`config.mk`:
```
export PLATFORM = sky130hd
export DESIGN_NAME = rv32i_clint_flat
export DESIGN_NICKNAME = d
export VERILOG_FILES = /design/src/rtl/rv32i_pkg.sv /design/src/rtl/rv32i_clint_if.sv /design/src/rtl/rv32i_mtime_counter.sv /design/src/rtl/rv32i_clint.sv /design/src/flat_wrapper.sv
export SDC_FILE = /design/constraint.sdc
export NUM_CORES = 1
export LEC_CHECK = 0
export BUFFER_PORTS_ARGS = -buffer_cell sky130_fd_sc_hd__buf_2
export CAP_MARGIN = 20
export CORE_MARGIN = 5
export CORE_UTILIZATION = 37
export CTS_BUF_LIST = sky130_fd_sc_hd__clkbuf_16
export DETAILED_ROUTE_END_ITERATION = 8
export SLEW_MARGIN = 20
export SYNTH_ARGS = -nofsm -noshare
export SYNTH_HDL_FRONTEND = slang
export SYNTH_SLANG_ARGS = --single-unit
export TNS_END_PERCENT = 50
```
`constraint.sdc`:
```
create_clock -name i_clk -period 2.9 [get_ports i_clk]
set_clock_uncertainty 0.2 [all_clocks]
set_input_delay 0.145 -clock i_clk [delete_from_list [all_inputs] [get_ports i_clk]]
set_output_delay 0.145 -clock i_clk [all_outputs]
set_load 0.02 [all_outputs]
```
`src/rtl/rv32i_pkg.sv`:
```
// ---------------------------------------------------------------------------
// rv32i_pkg -- shared constants for the RV32I core-local interruptor (CLINT).
//
// Contents:
//   OFF_*           byte offsets of the CLINT registers (bits [1:0] ignored)
//   clint_reg_e     word index (offset[4:2]) of each mapped register
//   MTIMECMP_RESET  reset value of the 64-bit compare register
//
// Optional feature: CLINT_MTIME_WRITE_EN (see rv32i_clint.sv).
// ---------------------------------------------------------------------------
package rv32i_pkg;

  localparam logic [4:0] OFF_MSIP        = 5'h00;
  localparam logic [4:0] OFF_MTIMECMP_LO = 5'h04;
  localparam logic [4:0] OFF_MTIMECMP_HI = 5'h08;
  localparam logic [4:0] OFF_MTIME_LO    = 5'h0C;
  localparam logic [4:0] OFF_MTIME_HI    = 5'h10;

  // Reset compare value: mtime can never exceed it, so no timer interrupt
  // fires until software programs a real deadline.
  localparam logic [63:0] MTIMECMP_RESET = 64'hFFFF_FFFF_FFFF_FFFF;

  // Word index of each mapped register; indices 5..7 are unmapped.
  typedef enum logic [2:0] {
    REG_MSIP        = OFF_MSIP[4:2],
    REG_MTIMECMP_LO = OFF_MTIMECMP_LO[4:2],
    REG_MTIMECMP_HI = OFF_MTIMECMP_HI[4:2],
    REG_MTIME_LO    = OFF_MTIME_LO[4:2],
    REG_MTIME_HI    = OFF_MTIME_HI[4:2]
  } clint_reg_e;

endpackage

```
`src/rtl/rv32i_clint_if.sv`:
```
// ---------------------------------------------------------------------------
// rv32i_clint_if -- simple strobe/ack register bus into the CLINT.
//
// Signals (named from the slave's point of view):
//   i_stb    request strobe, one request per cycle it is high
//   i_we     1 = write, 0 = read
//   i_addr   5-bit byte offset, bits [1:0] ignored
//   i_wdata  32-bit write data
//   o_rdata  32-bit read data, valid while o_ack = 1, otherwise 0
//   o_ack    one-cycle completion pulse, the cycle after i_stb
//
// Modports: master (bus initiator), slave (CLINT).
// ---------------------------------------------------------------------------
interface rv32i_clint_if;

  logic        i_stb;
  logic        i_we;
  logic [4:0]  i_addr;
  logic [31:0] i_wdata;
  logic [31:0] o_rdata;
  logic        o_ack;

  modport master (
    output i_stb, i_we, i_addr, i_wdata,
    input  o_rdata, o_ack
  );

  modport slave (
    input  i_stb, i_we, i_addr, i_wdata,
    output o_rdata, o_ack
  );

endinterface

```
`src/rtl/rv32i_mtime_counter.sv`:
```
// ---------------------------------------------------------------------------
// rv32i_mtime_counter -- prescaler plus free-running 64-bit mtime counter.
//
// Parameters:
//   PRESCALE  i_clk cycles per mtime increment (1..65535)
//
// Ports:
//   i_clk     rising-edge clock
//   i_rst_n   asynchronous active-low reset
//   i_wr_lo   load mtime[31:0] from i_wdata   (only with CLINT_MTIME_WRITE_EN)
//   i_wr_hi   load mtime[63:32] from i_wdata  (only with CLINT_MTIME_WRITE_EN)
//   i_wdata   write data                      (only with CLINT_MTIME_WRITE_EN)
//   o_mtime   current 64-bit mtime
//
// Macro CLINT_MTIME_WRITE_EN adds the write ports; otherwise mtime only counts.
// ---------------------------------------------------------------------------
module rv32i_mtime_counter #(
  parameter int unsigned PRESCALE = 1
) (
  input  logic        i_clk,
  input  logic        i_rst_n,
`ifdef CLINT_MTIME_WRITE_EN
  input  logic        i_wr_lo,
  input  logic        i_wr_hi,
  input  logic [31:0] i_wdata,
`endif
  output logic [63:0] o_mtime
);

  localparam int unsigned PW = (PRESCALE > 1) ? $clog2(PRESCALE) : 1;
  localparam logic [PW-1:0] PRESC_LAST = PW'(PRESCALE - 1);

  logic [PW-1:0] r_presc;
  logic [63:0]   r_mtime;
  logic          w_tick;

  // With PRESCALE = 1 the prescaler sits at 0 and every cycle is a tick.
  assign w_tick = (r_presc == PRESC_LAST);

  always_ff @(posedge i_clk or negedge i_rst_n) begin
    if (!i_rst_n) begin
      r_presc <= '0;
    end else if (w_tick) begin
      r_presc <= '0;
    end else begin
      r_presc <= r_presc + 1'b1;
    end
  end

  // A bus write to either half wins over a same-cycle tick: the written half
  // takes the new value, the other half holds, and no carry propagates.
  // The prescaler keeps running so the tick rate is unaffected by writes.
  always_ff @(posedge i_clk or negedge i_rst_n) begin
    if (!i_rst_n) begin
      r_mtime <= '0;
`ifdef CLINT_MTIME_WRITE_EN
    end else if (i_wr_lo) begin
      r_mtime[31:0] <= i_wdata;
    end else if (i_wr_hi) begin
      r_mtime[63:32] <= i_wdata;
`endif
    end else if (w_tick) begin
      r_mtime <= r_mtime + 64'd1;
    end
  end

  assign o_mtime = r_mtime;

endmodule

```
`src/rtl/rv32i_clint.sv`:
```
// ---------------------------------------------------------------------------
// rv32i_clint -- core-local interruptor: MSIP, MTIMECMP and MTIME registers.
//
// Register map (byte offsets, bits [1:0] ignored):
//   0x00 MSIP (bit 0)   0x04 MTIMECMP_LO   0x08 MTIMECMP_HI
//   0x0C MTIME_LO       0x10 MTIME_HI (returns the shadow latched on LO read)
//   0x14..0x1C unmapped: read 0, writes ignored, still acknowledged
//
// Parameters:
//   PRESCALE  i_clk cycles per mtime increment (1..65535)
//
// Ports:
//   i_clk                 rising-edge clock
//   i_rst_n               asynchronous active-low reset
//   bus                   rv32i_clint_if slave (stb/we/addr/wdata -> rdata/ack)
//   o_timer_interrupt     registered (mtime >= mtimecmp), level
//   o_software_interrupt  MSIP bit 0
//
// Macro CLINT_MTIME_WRITE_EN: when defined, MTIME_LO/HI are writable and a
// write takes priority over the same-cycle increment. When undefined, MTIME is
// read-only and writes to it are acknowledged and discarded.
// ---------------------------------------------------------------------------
module rv32i_clint
  import rv32i_pkg::*;
#(
  parameter int unsigned PRESCALE = 1
) (
  input  logic         i_clk,
  input  logic         i_rst_n,
  rv32i_clint_if.slave bus,
  output logic         o_timer_interrupt,
  output logic         o_software_interrupt
);

  logic        r_msip;
  logic [63:0] r_mtimecmp;
  logic [31:0] r_shadow;
  logic [31:0] r_rdata;
  logic        r_ack;
  logic        r_tip;

  logic [2:0]  w_idx;
  logic        w_wr;
  logic        w_rd;
  logic [31:0] w_rdata_next;
  logic [63:0] w_mtime;

  assign w_idx = bus.i_addr[4:2];
  assign w_wr  = bus.i_stb & bus.i_we;
  assign w_rd  = bus.i_stb & ~bus.i_we;

`ifdef CLINT_MTIME_WRITE_EN
  logic w_wr_mtime_lo;
  logic w_wr_mtime_hi;

  assign w_wr_mtime_lo = w_wr && (w_idx == REG_MTIME_LO);
  assign w_wr_mtime_hi = w_wr && (w_idx == REG_MTIME_HI);

  rv32i_mtime_counter #(.PRESCALE(PRESCALE)) u_mtime (
    .i_clk   (i_clk),
    .i_rst_n (i_rst_n),
    .i_wr_lo (w_wr_mtime_lo),
    .i_wr_hi (w_wr_mtime_hi),
    .i_wdata (bus.i_wdata),
    .o_mtime (w_mtime)
  );
`else
  rv32i_mtime_counter #(.PRESCALE(PRESCALE)) u_mtime (
    .i_clk   (i_clk),
    .i_rst_n (i_rst_n),
    .o_mtime (w_mtime)
  );
`endif

  // Read mux; unmapped word indices fall through to 0.
  always_comb begin
    w_rdata_next = '0;
    case (w_idx)
      REG_MSIP:        w_rdata_next = {31'd0, r_msip};
      REG_MTIMECMP_LO: w_rdata_next = r_mtimecmp[31:0];
      REG_MTIMECMP_HI: w_rdata_next = r_mtimecmp[63:32];
      REG_MTIME_LO:    w_rdata_next = w_mtime[31:0];
      REG_MTIME_HI:    w_rdata_next = r_shadow;
      default:         w_rdata_next = '0;
    endcase
  end

  // Bus response: every strobe is acknowledged on the next cycle with no
  // wait states. Read data is only non-zero while the ack is high.
  always_ff @(posedge i_clk or negedge i_rst_n) begin
    if (!i_rst_n) begin
      r_ack   <= 1'b0;
      r_rdata <= '0;
    end else begin
      r_ack   <= bus.i_stb;
      r_rdata <= w_rd ? w_rdata_next : '0;
    end
  end

  // Writable registers. Latching MTIME_HI on a MTIME_LO read lets software
  // read a coherent 64-bit pair even if a carry lands between the two reads.
  always_ff @(posedge i_clk or negedge i_rst_n) begin
    if (!i_rst_n) begin
      r_msip     <= 1'b0;
      r_mtimecmp <= MTIMECMP_RESET;
      r_shadow   <= '0;
    end else begin
      if (w_wr && (w_idx == REG_MSIP)) begin
        r_msip <= bus.i_wdata[0];
      end
      if (w_wr && (w_idx == REG_MTIMECMP_LO)) begin
        r_mtimecmp[31:0] <= bus.i_wdata;
      end
      if (w_wr && (w_idx == REG_MTIMECMP_HI)) begin
        r_mtimecmp[63:32] <= bus.i_wdata;
      end
      if (w_rd && (w_idx == REG_MTIME_LO)) begin
        r_shadow <= w_mtime[63:32];
      end
    end
  end

  // Registered compare: the interrupt follows register changes one cycle late
  // and stays high for as long as the condition holds.
  always_ff @(posedge i_clk or negedge i_rst_n) begin
    if (!i_rst_n) begin
      r_tip <= 1'b0;
    end else begin
      r_tip <= (w_mtime >= r_mtimecmp);
    end
  end

  assign bus.o_ack            = r_ack;
  assign bus.o_rdata          = r_rdata;
  assign o_timer_interrupt    = r_tip;
  assign o_software_interrupt = r_msip;

endmodule

```
`src/flat_wrapper.sv`:
```
// flat-port wrapper written by rule: the top's interface ports become plain ports
module rv32i_clint_flat import rv32i_pkg::*;
#(
  parameter int unsigned PRESCALE = 1
)
  (i_clk, i_rst_n, o_timer_interrupt, o_software_interrupt, bus_i_stb, bus_i_we, bus_i_addr, bus_i_wdata, bus_o_rdata, bus_o_ack);
  rv32i_clint_if bus_i ();
  input  logic i_clk;
  input  logic i_rst_n;
  output logic o_timer_interrupt;
  output logic o_software_interrupt;
  input wire logic [$bits(bus_i.i_stb)-1:0] bus_i_stb;
  input wire logic [$bits(bus_i.i_we)-1:0] bus_i_we;
  input wire logic [$bits(bus_i.i_addr)-1:0] bus_i_addr;
  input wire logic [$bits(bus_i.i_wdata)-1:0] bus_i_wdata;
  output wire logic [$bits(bus_i.o_rdata)-1:0] bus_o_rdata;
  output wire logic [$bits(bus_i.o_ack)-1:0] bus_o_ack;
  assign bus_i.i_stb = bus_i_stb;
  assign bus_i.i_we = bus_i_we;
  assign bus_i.i_addr = bus_i_addr;
  assign bus_i.i_wdata = bus_i_wdata;
  assign bus_o_rdata = bus_i.o_rdata;
  assign bus_o_ack = bus_i.o_ack;
  rv32i_clint #(.PRESCALE(PRESCALE)) u_core (.i_clk(i_clk), .i_rst_n(i_rst_n), .bus(bus_i), .o_timer_interrupt(o_timer_interrupt), .o_software_interrupt(o_software_interrupt));
endmodule
```
* After elaboration in Yosys (flattened, before gate mapping)
Cells that the tools add are included.
** Operators by class
- Add/subtract/negate cells :: 2
- Magnitude comparators :: 1
- Eq/ne operators :: 4
- Muxes and demuxes :: 3
- Bitwise gates (word level) :: 3
- Reductions and logical operators :: 5
** Operators with widths (count)
- case mux 32 bit (5 select lines) :: 1
- adder 64 x 1 -> 64 bit, second input constant :: 1
- greater-or-equal comparator 64 bit :: 1
- two-way mux 32 bit :: 1
- == test 3 x 2 -> 1 bit, second input constant :: 2
- logical AND 1 bit :: 4
- == test 3 x 1 -> 1 bit, second input constant :: 1
- == test 3 bit, second input constant :: 1
- logical NOT 3 bit :: 1
- bitwise AND 1 bit :: 2
- adder 1 bit, second input constant :: 1
- two-way mux 1 bit :: 1
- NOT 1 bit :: 1
** Word-level totals
- Register bits :: 196
- Output and inout port bits :: 35

* Longest topological paths before layout
Gate-level depths: netlist of run 1.
- Depth in word-level cells :: 3
- Gate-level depth with buffers :: 8
- Gate-level depth less buffers :: 8

* Cells and area by module
Synthesis of run 1 repeated with hierarchy kept, for this count alone.
** Second synthesis, totals
- Cell total of the unflattened synthesis :: 913
- Area total of the unflattened synthesis :: 9874.5 um^2
** By module, submodules not included
- rv32i_clint :: instances 1, cells an instance 655, area each 6917.9 um^2
- rv32i_mtime_counter :: instances 1, cells an instance 258, area each 2956.6 um^2

* Worst setup path after synthesis of run 1
No wires, ideal clock.
- Kind :: flip-flop to flip-flop
- From :: register u_core.r_mtimecmp[14]
- To :: register u_core.r_tip, in the netlist u_core.o_timer_interrupt
- Library setup time :: 136 ps
- Arrival :: 1989 ps
- Setup slack :: 574 ps
- Cell stages (with the launch flop) :: 9
- Cell sequence :: dfstp_2 > inv_1 > ha_1 > a21oi_1 > nand2_1 > a221o_1 > o31a_1 > a2111oi_0 > o21ai_0
** Between the ends
- Longest elaborated chain between the ends :: 1
** RTL lines
- start: declaration :: line rv32i_clint.sv:36 : logic [63:0] r_mtimecmp;
- start signal: assignment :: line rv32i_clint.sv:112 : r_mtimecmp[31:0] <= bus.i_wdata;
- greater-or-equal comparator 64 bit :: line rv32i_clint.sv:129 : r_tip <= (w_mtime >= r_mtimecmp);
- end signal: assignment :: line rv32i_clint.sv:129
- end: declaration :: line rv32i_clint.sv:40 : logic r_tip;
No other way between the ends.
A chain may end at the register's enable or synchronous reset.

* Worst setup path in the final report of run 1
- From :: register u_core.r_mtimecmp[5]
- To :: register u_core.r_tip, in the netlist u_core.o_timer_interrupt
The elaborated chain is that of the path after synthesis.

==> flow_metrics.py, run 1 <==
metrics = {
    "outcome": {
        "status": "finished, final reports clean",
    },
    "logic_synthesis": {
        "synth_seq_cells": 195,
        "synth_ff_type": "dfrtp_1",
        "syn_area_per_cell_um2": 10.6,
        "yosysWarningCount": 0,
        "seq_area_frac_synth_pct": 51.7,
        "synth_cell_types": 45,
        "synth.largest_area_cell": "dfrtp_1",
        "ys_top_cells_by_area": "dfrtp_1 (34%), dfstp_2 (18%), ha_1 (8.5%), a22oi_1 (4.9%), xnor2_1 (4.4%)",
        "yosysTopAreaCellShare_pct": 34.2,
        "syn-num-nets": 1014,
        "syn_inst": 908,
        "synth_edf_count": 0,
        "synthesis.area_um2": 9580,
        "synth_async_sr_flop_share_pct": 100,
    },
    "drt": {
        "via_per_inst": 5.17,
        "drtAntennaViolNets": 0,
        "routed-wl-met2_um": 11400,
        "drt_pass1_iterations": 5,
        "wl_met1_um": 11400,
        "top_layer": "met5",
        "num_vias": 7099,
        "dr.first_iter.drc_count": 585,
        "wl_um": 23800,
        "dr_wl_met3_um": 761,
        "drc": 0,
        "avgRoutedWirePerCell_um": 17.3,
    },
    "timing": {
        "setup_viol": 0,
        "setup-tns-final_ns": 0,
        "period_share_pct": 90.9,
        "slew_violations": 0,
        "period_needed_ns": 2.64,
        "worst_pin_slew_ns": 0.540,
        "fmax_ghz": 0.379,
        "finalHoldViolCount": 0,
        "rsz0062_at_grt": "no",
        "slew_headroom_pct": 63.8,
        "fin_ws_ns": 0.264,
    },
    "floorplan": {
        "pin_count": 76,
        "initial_core_util_pct": 37.2,
        "dieWidth_um": 171,
        "die_height_um": 171,
        "core-area_um2": 25800,
        "die-area_um2": 29200,
        "num_rows": 59,
    },
    "place": {
        "gp_congestion": 0.780,
        "dp.cells": 1300,
        "hpwl_um": 16700,
        "portBuffers": 73,
        "dp_slack_ns": 0.268,
    },
    "hold_path": {
        "hold_path.class": "in -> async",
    },
    "worst_setup_path": {
        "path_common_cell": "o21ai_0",
        "critPathRequiredTime_ns": 3.00,
        "cp_slowest_stage_delay_ns": 0.54,
        "worst_setup_path_end_kind": "flip-flop",
        "worstPathMaxFanout": 2,
        "crit_chain": "inv_1 -> ha_1 -> a21oi_1 -> o21ai_0 -> a221o_1 -> o31a_1 -> a2111oi_0 -> o21ai_0",
        "critPathTopFamily": "compound AO/OA/AOI/OAI gates",
        "cp-start-kind": "flip-flop",
        "rr_worst_depth": 8,
        "path_class": "reg -> reg",
        "worstSetupPathDepth": 8,
        "crit_arrival_ns": 2.73,
        "critPathBufInv": 1,
        "crit_path_top_delay_cell": "dfstp_2",
    },
    "clock_tree": {
        "post_cts_resized": 0,
        "h-tree-depth": 4,
        "root_buffer": "clkbuf_16",
        "cts_tree": "done",
        "clock_latency_ns": 0.43,
        "cts.reportedPaths.clkPinSlew_ns": 0.08,
        "cts_buffers": 17,
        "post_cts_buffers": 0,
        "clock_sinks": 195,
        "postCtsHoldBufs": 38,
        "clk_path_buf_depth": 2,
    },
    "global_routing": {
        "grt_max_degree": 79,
        "grt_pass1_vias": 7333,
        "grt_overflow": 0,
        "grt_pass1_wl_um": 39200,
        "track_usage_pct": 16.9,
        "antenna_found_initial": 3,
    },
    "power_and_ir_drop": {
        "leakagePower_nw": 5.34,
        "peakVddDrop_mv": 0.339,
        "power.density_nw_per_um2": 553,
    },
    "layout": {
        "multi_input_area_um2": 4220,
        "final_nets": 1128,
        "syn_to_final_growth_pct": 18.7,
        "regArea_um2": 4960,
        "layout-drive-gt1-share_pct": 23.1,
        "final_cells": 1372,
        "fill_cells": 2495,
    },
    "run": {
        "drv_cap": 0,
    },
}
==> cell usage after synthesis, drive strengths merged, types with 2 or more instances <==
cell type and instances:
inv 73, a21oi 56, a21o 12, nor3b 2, o211ai 2, nand3 30
ha 65, and2 2, dfstp 64, and3 13, nor2 23, xnor2 48
and4 6, buf 7, xor2 14, a22oi 63, nor3 10, nor4 5
clkbuf 30, mux2 34, nand4 30, dfrtp 131, nand2 102, o21ai 73
or2 2
==> path summary, 6_finish.rpt <==
kind	slack [ns]	to	startpoint
max	0.26	u_core.o_timer_interrupt$_DFF_PN0_	u_core.r_mtimecmp[5]$_DFFE_PN1P_
min	0.05	u_core.bus.o_rdata[5]$_DFF_PN0_	i_rst_n
max reg2reg	0.26	u_core.o_timer_interrupt$_DFF_PN0_	u_core.r_mtimecmp[5]$_DFFE_PN1P_
min reg2reg	0.31	u_core.r_shadow[15]$_DFFE_PN0P_	u_core.r_shadow[15]$_DFFE_PN0P_
max in group asynchronous	1.60	u_core.r_mtimecmp[52]$_DFFE_PN1P_	i_rst_n
min in group i_clk	0.14	u_core.bus.o_rdata[0]$_DFF_PN0_	bus_i_addr[2]
==> metrics by stage <==
step                hold slack, ns  utilization, %  instance area, um^2  total power, mW
floorplan                   -0.351               -                 9580             3.72
global placement           -0.0403            40.5                10400             4.03
detailed placement         -0.0358            40.5                10400             4.06
CTS                         0.0651            44.1                11400             6.37
global route                0.0830            44.1                11400             6.63
finish                      0.0465            44.1                11400             6.29
==> metal layers <==
| metal | vias up | track usage, % |
|---|---|---|
| met1 | 3552 | 23.3 |
| met4 | 2 | 3.38 |
| met3 | 18 | 3.07 |
| met5 | - | 0 |
| met2 | 116 | 28.2 |
| li1 | 3411 | - |
==> final cells by class <==
cell class / instances / area share, %
repair buffers: 132 / 8.35
flip-flops and latches: 195 / 43.6
inverters: 73 / 2.41
clock buffers: 17 / 3.74
clock inverters: 15 / 1.07
diodes: 2 / 0.0440
multi-input cells: 603 / 37.1
well taps: 335 / 3.69
==> registers in the layout, summed over array words and instances, names as in the netlist <==
register	count
u_core.u_mtime.o_mtime	64
u_core.r_shadow	32
u_core.o_timer_interrupt	1
u_core.bus.o_ack	1
u_core.o_software_interrupt	1
u_core.r_mtimecmp	64
u_core.bus.o_rdata	32
==> placed cells by master (no fill, tap or decap), types with 6 or more instances in the layout <==
cell type,instances
dfstp_2,64
o21ai_0,73
a21oi_1,56
nand4_1,27
nand2_1,102
a21o_1,12
inv_1,73
and3_1,10
ha_1,65
xor2_1,14
dlygate4sd3_1,38
and4_1,6
a22oi_1,63
nand3_1,30
buf_4,18
clkbuf_16,17
buf_2,72
xnor2_1,48
dfrtp_1,131
inv_6,6
mux2_2,34
nor2_1,23
==> power breakdown <==
group	internal (mW)	total (mW)	switching, mW
Sequential	3.10	3.22	0.118
Combinational	0.305	0.825	0.520
Clock	1.12	2.25	1.13
==> cells by family after synthesis <==
kind of cell,after synthesis,synth area share [%]
XOR/XNOR,62,5.67
multiplexers,35,4.23
adder cells (fa/ha/maj),65,8.49
flip-flops,195,51.7
AO/OA/AOI/OAI,212,13.3
AND/OR/NAND/NOR,229,12.2
buffers and inverters,110,4.41
Note: power is estimated with default switching activity, not from simulation.
==> run 2: changes to the inputs <==
--- a/config.mk
+++ b/config.mk
@@ -5,12 +5,14 @@
 export SDC_FILE = /design/constraint.sdc
 export NUM_CORES = 1
 export LEC_CHECK = 0
+export ABC_AREA = 1
 export BUFFER_PORTS_ARGS = -buffer_cell sky130_fd_sc_hd__buf_2
 export CAP_MARGIN = 20
 export CORE_MARGIN = 5
 export CORE_UTILIZATION = 37
 export CTS_BUF_LIST = sky130_fd_sc_hd__clkbuf_16
 export DETAILED_ROUTE_END_ITERATION = 8
+export PLACE_DENSITY = 0.6
 export SLEW_MARGIN = 20
 export SYNTH_ARGS = -nofsm -noshare
 export SYNTH_HDL_FRONTEND = slang
==> flow_metrics.py, run 2 <==
metrics = {
    "outcome": {
        "status": "finished, final reports clean",
    },
    "timing": {
        "finalHoldViolCount": 0,
        "setup-tns-final_ns": 0,
        "setup_viol": 0,
        "fmax_ghz": 0.408,
        "slew_violations": 0,
        "rsz0062_at_grt": "no",
        "worst_pin_slew_ns": 0.809,
        "slew_headroom_pct": 46.0,
        "period_share_pct": 84.5,
        "period_needed_ns": 2.45,
    },
    "logic_synthesis": {
        "synth_ff_type": "dfrtp_1",
        "synth_async_sr_flop_share_pct": 100,
        "synthesis.area_um2": 10400,
        "synth.largest_area_cell": "dfrtp_1",
        "ys_top_cells_by_area": "dfrtp_1 (31%), dfstp_2 (16%), nand2_1 (9.6%), ha_1 (7.8%), inv_1 (6.5%)",
        "syn-num-nets": 1359,
        "yosys-top-cells-count": "nand2_1 (267), inv_1 (182), nor2_1 (134)",
        "synth_seq_cells": 195,
        "yosysWarningCount": 0,
        "yosysTopAreaCellShare_pct": 31.4,
        "synth_most_common_cell": "nand2_1",
        "seq_area_frac_synth_pct": 47.5,
        "syn_area_per_cell_um2": 8.34,
        "synth_edf_count": 0,
        "syn_inst": 1253,
        "synth_cell_types": 32,
    },
    "power_and_ir_drop": {
        "leakagePower_nw": 5.68,
        "peakVddDrop_mv": 0.365,
        "power.density_nw_per_um2": 517,
    },
    "clock_tree": {
        "postCtsHoldBufs": 38,
        "cts.reportedPaths.clkPinSlew_ns": 0.07,
        "cts_buffers": 17,
        "cts_tree": "done",
        "post_cts_resized": 0,
        "root_buffer": "clkbuf_16",
        "clock_sinks": 195,
        "clk_path_buf_depth": 2,
        "post_cts_buffers": 0,
        "clock_latency_ns": 0.44,
        "h-tree-depth": 4,
    },
    "floorplan": {
        "core-area_um2": 27900,
        "num_rows": 61,
        "pin_count": 76,
        "die_height_um": 178,
        "initial_core_util_pct": 37.5,
        "dieWidth_um": 178,
        "die-area_um2": 31700,
    },
    "worst_setup_path": {
        "critPathRequiredTime_ns": 3.06,
        "worst_setup_path_end_kind": "flip-flop",
        "path_class": "reg -> reg",
        "crit_arrival_ns": 2.61,
        "cp-start-kind": "flip-flop",
        "worstPathMaxFanout": 7,
    },
    "layout": {
        "final_cell_mix": "nand2_1 (266), inv_1 (185), nor2_1 (134)",
        "diodes": 0,
        "final_common_cell": "nand2_1",
        "multi_input_area_um2": 4670,
        "fill_cells": 2834,
        "layout-drive-gt1-share_pct": 14.5,
        "final_nets": 1476,
        "regArea_um2": 4960,
        "syn_to_final_growth_pct": 17.5,
        "fin_util_pct": 44.1,
        "final_cells": 1761,
    },
    "drt": {
        "top_layer": "met4",
        "num_vias": 8742,
        "via_per_inst": 4.96,
        "drc": 0,
        "avgRoutedWirePerCell_um": 17.5,
        "drtAntennaViolNets": 0,
        "dr_wl_met3_um": 1200,
        "wl_um": 30800,
        "drt_pass1_iterations": 5,
        "wl_met1_um": 14900,
        "routed-wl-met2_um": 14400,
        "dr.first_iter.drc_count": 499,
    },
    "place": {
        "gp_congestion": 0.943,
        "hpwl_um": 23100,
        "portBuffers": 73,
        "dp.cells": 1691,
    },
    "global_routing": {
        "grt_overflow": 0,
        "grt_pass1_wl_um": 49800,
        "grt_max_degree": 85,
        "antenna_found_initial": 0,
        "track_usage_pct": 20.2,
        "grt_pass1_vias": 9017,
    },
    "run": {
        "drv_cap": 0,
    },
    "hold_path": {
        "hold_path.class": "in -> reg",
    },
}
==> run 2: logic make-up after synthesis <==
family,Yosys count,share of synthesized area (%)
compound gates,199,11.2
xor+xnor,55,4.61
fa+ha+maj,65,7.79
buf+inv,218,7.86
flops,195,47.5
mux,3,0.323
simple gates,518,20.8
==> run 2: report_power, final <==
| part | internal, mW | switching, mW | total, mW |
|---|---|---|---|
| Clock | 1.18 | 1.12 | 2.30 |
| Sequential | 3.05 | 0.104 | 3.16 |
| Combinational | 0.331 | 0.564 | 0.895 |
| Total | 4.56 | 1.79 | 6.35 |
==> run 2: per-stage QoR <==
stage | hold WS [ns] | worst slack [ns] | instance area (um^2) | total power [mW]
6_report | 0.102 | 0.449 | 12300 | 6.35
5_1_grt | 0.164 | 0.274 | 12300 | 6.68
4_1_cts | 0.0925 | 0.461 | 12300 | 6.41
3_5_place_dp | 0.0542 | 0.480 | 11300 | 4.07
3_3_place_gp | 0.0498 | 0.530 | 11300 | 4.04
2_1_floorplan | -0.351 | 0.996 | 10400 | 3.75
==> run 2: layout make-up <==
| class | instances | area share [%] |
|---|---|---|
| clock buffer | 17 | 3.47 |
| tap | 378 | 3.85 |
| timing repair buffer | 131 | 7.57 |
| multi-input combinational | 840 | 38.1 |
| inverter | 185 | 5.66 |
| clock inverter | 15 | 0.979 |
| sequential | 195 | 40.4 |
==> run 2: critical path, cell delays in order, from the launching register on <==
cell and delay [ns]:
dfrtp_1 0.46, ha_1 0.31, inv_1 0.13, nor2_4 0.13
buf_4 0.15, nand2_1 0.10, nor2_1 0.34, nand2_1 0.20
nor3_2 0.20, xor2_1 0.15
==> run 2: final timing paths <==
kind | to | start | slack, ns | cells past startpoint
min in group asynchronous | u_core.bus.o_rdata[9]$_DFF_PN0_ | i_rst_n | 0.13 | 2
setup / recovery | u_core.u_mtime.o_mtime[62]$_DFF_PN0_ | u_core.u_mtime.o_mtime[0]$_DFF_PN0_ | 0.45 | 9
hold / removal | u_core.bus.o_rdata[0]$_DFF_PN0_ | bus_i_addr[4] | 0.10 | 6
setup reg to reg | u_core.u_mtime.o_mtime[62]$_DFF_PN0_ | u_core.u_mtime.o_mtime[0]$_DFF_PN0_ | 0.45 | 9
hold reg to reg | u_core.r_mtimecmp[17]$_DFFE_PN1P_ | u_core.r_mtimecmp[17]$_DFFE_PN1P_ | 0.29 | 2
max in group asynchronous | u_core.r_mtimecmp[57]$_DFFE_PN1P_ | i_rst_n | 1.53 | 3
==> run 2: layer usage <==
layer	up-vias	GRT usage, %
met3	19	2.71
li1	4334	-
met4	0	3.74
met1	4213	28.5
met5	-	0
met2	176	33.7
==> run 3: changes to the inputs <==
--- a/config.mk
+++ b/config.mk
@@ -12,7 +12,7 @@
 export CORE_UTILIZATION = 37
 export CTS_BUF_LIST = sky130_fd_sc_hd__clkbuf_16
 export DETAILED_ROUTE_END_ITERATION = 8
-export PLACE_DENSITY = 0.6
+export PLACE_DENSITY = 0.62
 export SLEW_MARGIN = 20
 export SYNTH_ARGS = -nofsm -noshare
 export SYNTH_HDL_FRONTEND = slang
==> constraint.sdc (replaced) <==
create_clock -name i_clk -period 2.1 [get_ports i_clk]
set_clock_uncertainty 0.2 [all_clocks]
set_input_delay 0.105 -clock i_clk [delete_from_list [all_inputs] [get_ports i_clk]]
set_output_delay 0.105 -clock i_clk [all_outputs]
set_load 0.02 [all_outputs]
==> flow_metrics.py, run 3 (same netlist as run 2, synthesis figures left out) <==
metrics = {
    "drt": {
        "wl_um": 31200,
        "num_vias": 9130,
        "drtAntennaViolNets": 0,
        "dr.first_iter.drc_count": 610,
        "top_layer": "met4",
        "wl_met1_um": 15000,
        "routed-wl-met2_um": 14700,
        "dr_wl_met3_um": 1200,
        "avgRoutedWirePerCell_um": 16.9,
        "drt_pass1_iterations": 5,
        "drc": 0,
        "via_per_inst": 4.95,
    },
    "hold_path": {
        "hold_path.class": "in -> reg",
    },
    "timing": {
        "fin_ws_ns": 0.0439,
        "whs_ns": 0.138,
        "setup_viol": 0,
        "fmax_ghz": 0.486,
        "worst_pin_slew_ns": 0.589,
        "period_share_pct": 97.9,
        "slew_violations": 0,
        "slew_headroom_pct": 60.6,
        "rsz0062_at_grt": "yes",
        "setup-tns-final_ns": 0,
        "finalHoldViolCount": 0,
        "period_needed_ns": 2.06,
    },
    "layout": {
        "syn_to_final_growth_pct": 25.6,
        "diodes": 0,
        "final_cell_mix": "nand2_1 (263), inv_1 (181), dfrtp_1 (129)",
        "final_cells": 1846,
        "fin_util_pct": 47.1,
        "layout-drive-gt1-share_pct": 21.7,
        "final_common_cell": "nand2_1",
        "final_nets": 1561,
        "final_area_um2": 13100,
    },
    "floorplan": {
        "dieWidth_um": 178,
        "initial_core_util_pct": 37.5,
        "die-area_um2": 31700,
        "core-area_um2": 27900,
        "num_rows": 61,
        "die_height_um": 178,
        "pin_count": 76,
    },
    "place": {
        "dp.cells": 1772,
        "portBuffers": 73,
        "dp_slack_ns": -0.122,
        "hpwl_um": 23800,
        "gp_congestion": 0.945,
        "postPlaceCellArea_um2": 12000,
    },
    "power_and_ir_drop": {
        "power.density_nw_per_um2": 674,
        "leakagePower_nw": 6.16,
        "peakVddDrop_mv": 0.503,
        "finalPower_mw": 8.84,
    },
    "outcome": {
        "status": "finished, final reports clean",
    },
    "global_routing": {
        "antenna_found_initial": 0,
        "grt_pass1_wl_um": 49500,
        "grt_pass1_vias": 9241,
        "grt_max_degree": 56,
        "track_usage_pct": 20.2,
        "grt_overflow": 0,
    },
    "worst_setup_path": {
        "cp-start-kind": "flip-flop",
        "path_class": "reg -> reg",
        "worst_setup_path_end_kind": "flip-flop",
        "crit_arrival_ns": 2.24,
        "critPathRequiredTime_ns": 2.28,
        "worstPathMaxFanout": 2,
    },
    "clock_tree": {
        "clk_path_buf_depth": 2,
        "cts_buffers": 17,
        "h-tree-depth": 4,
        "root_buffer": "clkbuf_16",
        "clock_sinks": 195,
        "cts_tree": "done",
        "clock_latency_ns": 0.45,
        "cts.reportedPaths.clkPinSlew_ns": 0.09,
    },
    "run": {
        "drv_cap": 0,
    },
}
==> run 3: changes by cell type in the layout (fill, tap and decap cells not counted), moves of 3 or more <==
cell,delta
buf_4,+82
nor2_1,-10
nor2_2,+9
ha_1,-7
nor3_1,-7
ha_4,+6
nor3_2,+5
inv_1,-4
inv_8,+4
inv_2,+3
nand2_1,-3
==> run 3: metal layers <==
| layer | global-route usage, % | vias up |
|---|---|---|
| met4 | 4.35 | 0 |
| li1 | - | 4511 |
| met3 | 2.86 | 32 |
| met2 | 33.1 | 212 |
| met1 | 28.5 | 4375 |
| met5 | 0 | - |
==> run 3: report_power, final <==
part           leakage (nW)  internal, mW  switching (mW)  total [mW]
Sequential             2.47          4.21           0.145        4.36
Combinational          3.42         0.512           0.818        1.33
Clock                 0.272          1.55            1.59        3.15
==> run 3: what timing repair did <==
| item | in CTS | in global routing |
|---|---|---|
| endpoints found under the setup margin | 1 | 16 |
| gates resized for setup | 6 | 32 |
| hold endpoints to repair | 210 | 0 |
| buffers inserted | 0 | 3 |
| pin swaps | 4 | 16 |
| hold buffers | 39 | 0 |
==> run 3: cell type report <==
class	count	area, um^2
clock buffers	17	425
well taps	378	473
flip-flops and latches	195	4960
repair buffers	216	1600
clock inverters	15	124
fillers	2766	14700
inverters	185	694
multi-input cells	840	4840
==> run 3: path summary, 6_finish.rpt <==
check,end,slack [ns],start,cells after the start
hold / removal,u_core.bus.o_ack$_DFF_PN0_,0.14,bus_i_stb,2
min in group asynchronous,u_core.bus.o_rdata[7]$_DFF_PN0_,0.54,i_rst_n,3
setup reg to reg,u_core.o_timer_interrupt$_DFF_PN0_,0.04,u_core.r_mtimecmp[62]$_DFFE_PN1P_,10
hold reg to reg,u_core.r_shadow[5]$_DFFE_PN0P_,0.29,u_core.r_shadow[5]$_DFFE_PN0P_,2
setup / recovery,u_core.o_timer_interrupt$_DFF_PN0_,0.04,u_core.r_mtimecmp[62]$_DFFE_PN1P_,10
max in group asynchronous,u_core.r_mtimecmp[54]$_DFFE_PN1P_,0.42,i_rst_n,4
==> run 3: worst max-delay path: stages, from the launching register on <==
cell and delay, ns:
dfstp_2 0.55, inv_2 0.05, ha_4 0.26, nand2_4 0.05, nor2_4 0.13, nand4_1 0.20
buf_4 0.21, a21o_1 0.18, nand2_1 0.06, nor2_1 0.04, nand2_1 0.06
